<file path="src/rtl/pe_gen_pkg.sv">
// Shared types and layout helpers for the generated PE and its config chain.
// Config layout from LSB: opa, opb, maddr, mdata selects, alu_op, mem_we, out_sel[NUM_OUT].
package pe_gen_pkg;

  typedef enum logic [3:0] {
    OP_ADD  = 4'd0,
    OP_SUB  = 4'd1,
    OP_AND  = 4'd2,
    OP_OR   = 4'd3,
    OP_XOR  = 4'd4,
    OP_SHL  = 4'd5,
    OP_SHR  = 4'd6,
    OP_MUL  = 4'd7,
    OP_ACC  = 4'd8,
    OP_MAX  = 4'd9,
    OP_MIN  = 4'd10,
    OP_PASS = 4'd11,
    OP_HOLD = 4'd12
  } alu_op_e;

  localparam logic OUT_ALU = 1'b0;
  localparam logic OUT_MEM = 1'b1;

  // Select fields, in units of SEL_W from bit 0.
  localparam int F_OPA   = 0;
  localparam int F_OPB   = 1;
  localparam int F_MADDR = 2;
  localparam int F_MDATA = 3;
  localparam int NUM_SEL = 4;
  localparam int OP_W    = 4;

  function automatic int sel_w(input int num_in);
    return $clog2(num_in + 2);
  endfunction

  function automatic int cfg_w(input int num_in, input int num_out);
    return NUM_SEL * sel_w(num_in) + OP_W + 1 + num_out;
  endfunction

  function automatic int off_op(input int num_in);
    return NUM_SEL * sel_w(num_in);
  endfunction

  function automatic int off_we(input int num_in);
    return off_op(num_in) + OP_W;
  endfunction

  function automatic int off_out(input int num_in);
    return off_we(num_in) + 1;
  endfunction

endpackage

</file>
<file path="src/rtl/pe_gen_cfg_chain.sv">
// Double-buffered serial configuration: LSB-first shadow shift register plus active copy.
// A load in the same cycle as a shift captures the pre-shift shadow.
module pe_gen_cfg_chain
  import pe_gen_pkg::*;
#(
  parameter int W = 8
) (
  input  logic         clk,
  input  logic         reset,
  input  logic         shift_en,
  input  logic         load,
  input  logic         ser_in,
  output logic         ser_out,
  output logic [W-1:0] active
);

  logic [W-1:0] shadow;

  always_ff @(posedge clk) begin
    if (reset) begin
      shadow <= '0;
      active <= '0;
    end else begin
      if (shift_en) shadow <= {ser_in, shadow[W-1:1]};
      if (load)     active <= shadow;
    end
  end

  assign ser_out = shadow[0];

endmodule

</file>
<file path="src/rtl/pe_block_gen.sv">
// Parametrised CGRA processing element: crossbar, registered ALU, scratch memory, output mux.
// Optional build macro PE_OUT_REG_EN adds a per-lane output register (2-cycle latency).
module pe_block_gen
  import pe_gen_pkg::*;
#(
  parameter int SIZE      = 32,
  parameter int NUM_IN    = 2,
  parameter int NUM_OUT   = 1,
  parameter int MEM_DEPTH = 16
) (
  input  logic                    clk,
  input  logic                    reset,
  input  logic                    en,
  input  logic                    config_en,
  input  logic                    config_load,
  input  logic                    config_in,
  output logic                    config_out,
  input  logic [NUM_IN*SIZE-1:0]  in,
  output logic [NUM_OUT*SIZE-1:0] out
);

  localparam int SEL_W   = sel_w(NUM_IN);
  localparam int CFG_W   = cfg_w(NUM_IN, NUM_OUT);
  localparam int AW      = $clog2(MEM_DEPTH);
  localparam int SH_W    = $clog2(SIZE);
  localparam int OFF_OP  = off_op(NUM_IN);
  localparam int OFF_WE  = off_we(NUM_IN);
  localparam int OFF_OUT = off_out(NUM_IN);

  logic [CFG_W-1:0]                  active;
  logic [NUM_SEL-1:0][SEL_W-1:0]     sel;
  logic [NUM_SEL-1:0][SIZE-1:0]      opnd;
  logic [SIZE-1:0]                   alu_q, alu_nxt, mem_q, a, b;
  logic [OP_W-1:0]                   op;
  logic [AW-1:0]                     addr;
  logic                              we;
  logic [SIZE-1:0]                   mem [MEM_DEPTH];

  pe_gen_cfg_chain #(.W(CFG_W)) u_cfg (
    .clk      (clk),
    .reset    (reset),
    .shift_en (config_en),
    .load     (config_load),
    .ser_in   (config_in),
    .ser_out  (config_out),
    .active   (active)
  );

  assign sel = active[NUM_SEL*SEL_W-1:0];
  assign op  = active[OFF_OP +: OP_W];
  assign we  = active[OFF_WE];

  // Out-of-range selects read as zero; alu_q/mem_q feedback is registered.
  always_comb begin
    for (int j = 0; j < NUM_SEL; j++) begin
      opnd[j] = '0;
      for (int k = 0; k < NUM_IN; k++)
        if (sel[j] == SEL_W'(k)) opnd[j] = in[k*SIZE +: SIZE];
      if (sel[j] == SEL_W'(NUM_IN))     opnd[j] = alu_q;
      if (sel[j] == SEL_W'(NUM_IN + 1)) opnd[j] = mem_q;
    end
  end

  assign a    = opnd[F_OPA];
  assign b    = opnd[F_OPB];
  assign addr = opnd[F_MADDR][AW-1:0];

  logic unused_addr_hi;
  assign unused_addr_hi = ^opnd[F_MADDR][SIZE-1:AW];

  always_comb begin
    alu_nxt = alu_q;
    case (op)
      OP_ADD:  alu_nxt = a + b;
      OP_SUB:  alu_nxt = a - b;
      OP_AND:  alu_nxt = a & b;
      OP_OR:   alu_nxt = a | b;
      OP_XOR:  alu_nxt = a ^ b;
      OP_SHL:  alu_nxt = a << b[SH_W-1:0];
      OP_SHR:  alu_nxt = a >> b[SH_W-1:0];
      OP_MUL:  alu_nxt = a * b;
      OP_ACC:  alu_nxt = alu_q + a;
      OP_MAX:  alu_nxt = ($signed(a) > $signed(b)) ? a : b;
      OP_MIN:  alu_nxt = ($signed(a) < $signed(b)) ? a : b;
      OP_PASS: alu_nxt = a;
      default: alu_nxt = alu_q;
    endcase
  end

  // config_load clears the datapath registers and wins over en.
  always_ff @(posedge clk) begin
    if (reset || config_load) begin
      alu_q <= '0;
      mem_q <= '0;
    end else if (en) begin
      alu_q <= alu_nxt;
      mem_q <= mem[addr];
    end
  end

  always_ff @(posedge clk) begin
    if (!reset && !config_load && en && we) mem[addr] <= opnd[F_MDATA];
  end

  for (genvar o = 0; o < NUM_OUT; o++) begin : g_out
    logic [SIZE-1:0] omux;
    assign omux = (active[OFF_OUT + o] == OUT_MEM) ? mem_q : alu_q;
`ifdef PE_OUT_REG_EN
    logic [SIZE-1:0] oreg;
    always_ff @(posedge clk) begin
      if (reset || config_load) oreg <= '0;
      else if (en)              oreg <= omux;
    end
    assign out[o*SIZE +: SIZE] = oreg;
`else
    assign out[o*SIZE +: SIZE] = omux;
`endif
  end

endmodule
</file>
<file path="config.mk">
export PLATFORM = sky130hd
export DESIGN_NAME = pe_block_gen
export DESIGN_NICKNAME = d
export VERILOG_FILES = /design/src/rtl/pe_gen_pkg.sv /design/src/rtl/pe_gen_cfg_chain.sv /design/src/rtl/pe_block_gen.sv
export SDC_FILE = /design/constraint.sdc
export NUM_CORES = 2
export LEC_CHECK = 0
export ABC_AREA = 1
export ABC_CLOCK_PERIOD_IN_PS = 25600
export BUFFER_PORTS_ARGS = -buffer_cell sky130_fd_sc_hd__buf_4
export CELL_PAD_IN_SITES_DETAIL_PLACEMENT = 0
export CELL_PAD_IN_SITES_GLOBAL_PLACEMENT = 1
export CORE_MARGIN = 2
export CORE_UTILIZATION = 25
export DETAILED_ROUTE_END_ITERATION = 10
export GPL_TIMING_DRIVEN = 0
export PLACE_DENSITY = 0.45
export SLEW_MARGIN = 20
export SYNTH_ARGS = -nofsm -noshare
export SYNTH_HDL_FRONTEND = slang
export SYNTH_HIERARCHICAL = 1
export SYNTH_SLANG_ARGS = --single-unit
</file>
<file path="constraint.sdc">
create_clock -name clk -period 25.6 [get_ports clk]
set_input_delay 2.56 -clock clk [delete_from_list [all_inputs] [get_ports clk]]
set_output_delay 2.56 -clock clk [all_outputs]
set_load 0.05 [all_outputs]
</file>
==> reports/qor.csv <==
stage,metric,value,unit
status,status,completed,
critical_path,Max stage delay on crit path,890,ps
critical_path,Register-to-Register Path Depth,32,
placement,PortBufs,101,
sta,RSZ-0062 raised after global routing,false,
sta,Slew HR,10.4,%
sta,Final setup viols,0,
sta,Setup TNS Final,0,ps
clock_tree,clk_lat worst skew,680,ps
cells_and_area,layout cells sized above 1,8.70,%
critical_path,CP required,26140,ps
drt,final WL,298,mm
floorplanning,Ports,103,
global_routing,initial antenna violation count,16,
floorplanning,die footprint,208000,sq um
worst_hold_path,Hold Path Depth,2,
floorplanning,Initial Util,25.2,%
clock_tree,"Hold-fix buffers, CTS",0,
clock_tree,CTS tree,done,
drt,via count,46384,
synthesis,Mapped Nets,6756,
global_routing,number of global-route vias before repair,46845,
cells_and_area,"commonest non-fill, non-tap cell in the layout",nand2_1,
worst_hold_path,Hold/Removal Path Class,reg -> reg,
sta,Slew Limit Fails,0,
drt,Routed Antenna Nets,0,
clock_tree,"Reg clk slew, reported paths",60,ps
global_routing,GRT Util Overall,27.9,%
drt,Routed WL per cell,33.2,um
synthesis,register area share after synthesis,33.7,%
floorplanning,die width,456,um
clock_tree,CTS root buffer,clkbuf_16,
clock_tree,CTS resizes,0,
global_routing,largest net degree at the start of global routing,19,
drt,DR DRC count,0,
placement,DPL Wire Length,237,mm
synthesis,cell area after synthesis,51100,sq um
synthesis,YS warnings,6,
critical_path,slowest cell on the critical path,nor4_1,
synthesis,"Async S/R FF share, synth",0,%
synthesis,Seq cells post-synth,604,
floorplanning,num rows,165,
sta,final hold viol count,0,
critical_path,CP endpoint kind,register,
sta,Tightest Pin Transition,1330,ps
global_routing,Overflow after GRT,0,
synthesis,Cells after Synth,6025,
sta,Highest Clock Rate,79.1,MHz
drt,Initial DRC Count,4287,
synthesis,Main synth FF type,edfxtp_1,
floorplanning,Core Region,203000,sq um
cells_and_area,"commonest cells after routing, fill and taps aside","nand2_1 (1273), inv_1 (804), nor2_1 (529)",
placement,RePlAce Congestion,1.02,
sta,Worst Clk Skew,34.1,ps
sta,Final period util,49.4,%
clock_tree,Max clock buf depth,3,
cells_and_area,Fillers,22011,
critical_path,"most used cell, CP",fa_1,
floorplanning,die height,456,um
drt,average via count per standard cell,5.17,
clock_tree,CTS buffer count,61,
critical_path,Crit path arrival time,13190,ps
critical_path,type of origin of the critical path,input pin,
synthesis,synth unique cells,72,
cells_and_area,Final Net Count,6979,
drt,first-pass iteration count of the detailed router,6,
sta,Tmin final,12640,ps
cells_and_area,Area Growth Syn to Fin,14.4,%
critical_path,Worst Path Max Fanout,10,
clock_tree,setup bufs post-CTS,0,
global_routing,first-pass GRT wire length,403,mm
flow_run,Max-Cap Viols,0,
critical_path,Setup CP Type,in -> reg,
synthesis,Avg Inst Size Synth,8.48,sq um
clock_tree,clock sinks,604,
synthesis,Post-synth EDFFs,512,
clock_tree,Max H-tree Level,2,
-- layer usage --
| metal | GRT usage [%] | vias up | routed length, um |
|---|---|---|---|
| met5 | 0 | - | 50 |
| met4 | 16.1 | 8 | 20400 |
| met3 | 2.55 | 455 | 12900 |
| met2 | 48.0 | 1601 | 144000 |
| met1 | 34.0 | 23711 | 120000 |
| li1 | - | 20609 | - |
-- logic make-up (layout without fill, tap and decap cells) --
| group | after synthesis | in the layout | share of synthesized area, % |
|---|---|---|---|
| AND/OR/NAND/NOR | 2232 | 2232 | 18.3 |
| flip-flops | 604 | 604 | 33.7 |
| AO/OA/AOI/OAI | 1318 | 1318 | 15.9 |
| other | 0 | 5 | 0 |
| XOR/XNOR | 30 | 30 | 0.570 |
| multiplexers | 7 | 7 | 0.142 |
| buffers and inverters | 1173 | 1446 | 9.21 |
| adder cells (fa/ha/maj) | 661 | 661 | 22.2 |
-- metrics by stage --
stage | cells | util (%) | cell area (sq um) | hold WS [ps] | setup slack, ps
floorplan | 6025 | - | 51100 | 447 | 15770
global placement | 8798 | 27.2 | 55200 | 460 | 11940
detailed placement | 8857 | 27.9 | 56500 | 464 | 12420
CTS | 8970 | 28.8 | 58500 | 474 | 13110
global route | 8970 | 28.8 | 58500 | 490 | 12820
finish | 8975 | 28.8 | 58500 | 473 | 12960
-- critical path, delay by kind of cell --
family | cells | cell delay [ps]
buffers and inverters | 8 | 2570
AO/OA/AOI/OAI | 6 | 960
AND/OR/NAND/NOR | 10 | 2770
adder cells (fa/ha/maj) | 9 | 4270
-- Yosys cell counts, types with 36 or more instances --
master    instances  area, sq um
dfxtp_1          92         1840
o21ai_0         315         1580
nand2_1        1273         4780
inv_1           804         3020
a22oi_1         282         2120
o21ai_1          76          380
a21oi_1         350         1750
edfxtp_1        512        15400
buf_1            48          180
a221oi_1         36          315
buf_2            38          190
nor2_1          545         2050
ha_1            251         3140
o22ai_1          47          294
fa_1            410         8210
nand3_1         217         1090
clkbuf_1        190          713
o211ai_1         63          473
-- sequential cells by signal, summed over array words and instances (netlist names) --
signal        flops
mem_q            32
mem             512
u_cfg/active     14
alu_q            32
u_cfg/shadow     14
-- path summary, 6_finish.rpt --
check / start / to / slack (ps)
min reg2reg: u_cfg/shadow[12] / u_cfg/shadow[12] / 470
min: u_cfg/shadow[12] / u_cfg/shadow[12] / 470
max reg2reg: u_cfg/active[3] / alu_q[27] / 13690
max: in[35] / alu_q[27] / 12960
-- layout make-up --
class / count / area (sq um) / share of cell area, %
inverters: 858 / 3230 / 5.53
repair buffers: 160 / 1670 / 2.86
plain buffers: 315 / 1520 / 2.60
multi-input cells: 4248 / 29500 / 50.4
well taps: 2672 / 3340 / 5.72
flip-flops and latches: 604 / 17200 / 29.4
clock inverters: 37 / 417 / 0.712
clock buffers: 76 / 1580 / 2.71
diodes: 5 / 12.5 / 0.0214
Power is not shown: default switching activity piles up to over one toggle a cycle in this logic, so the estimate is an artifact.
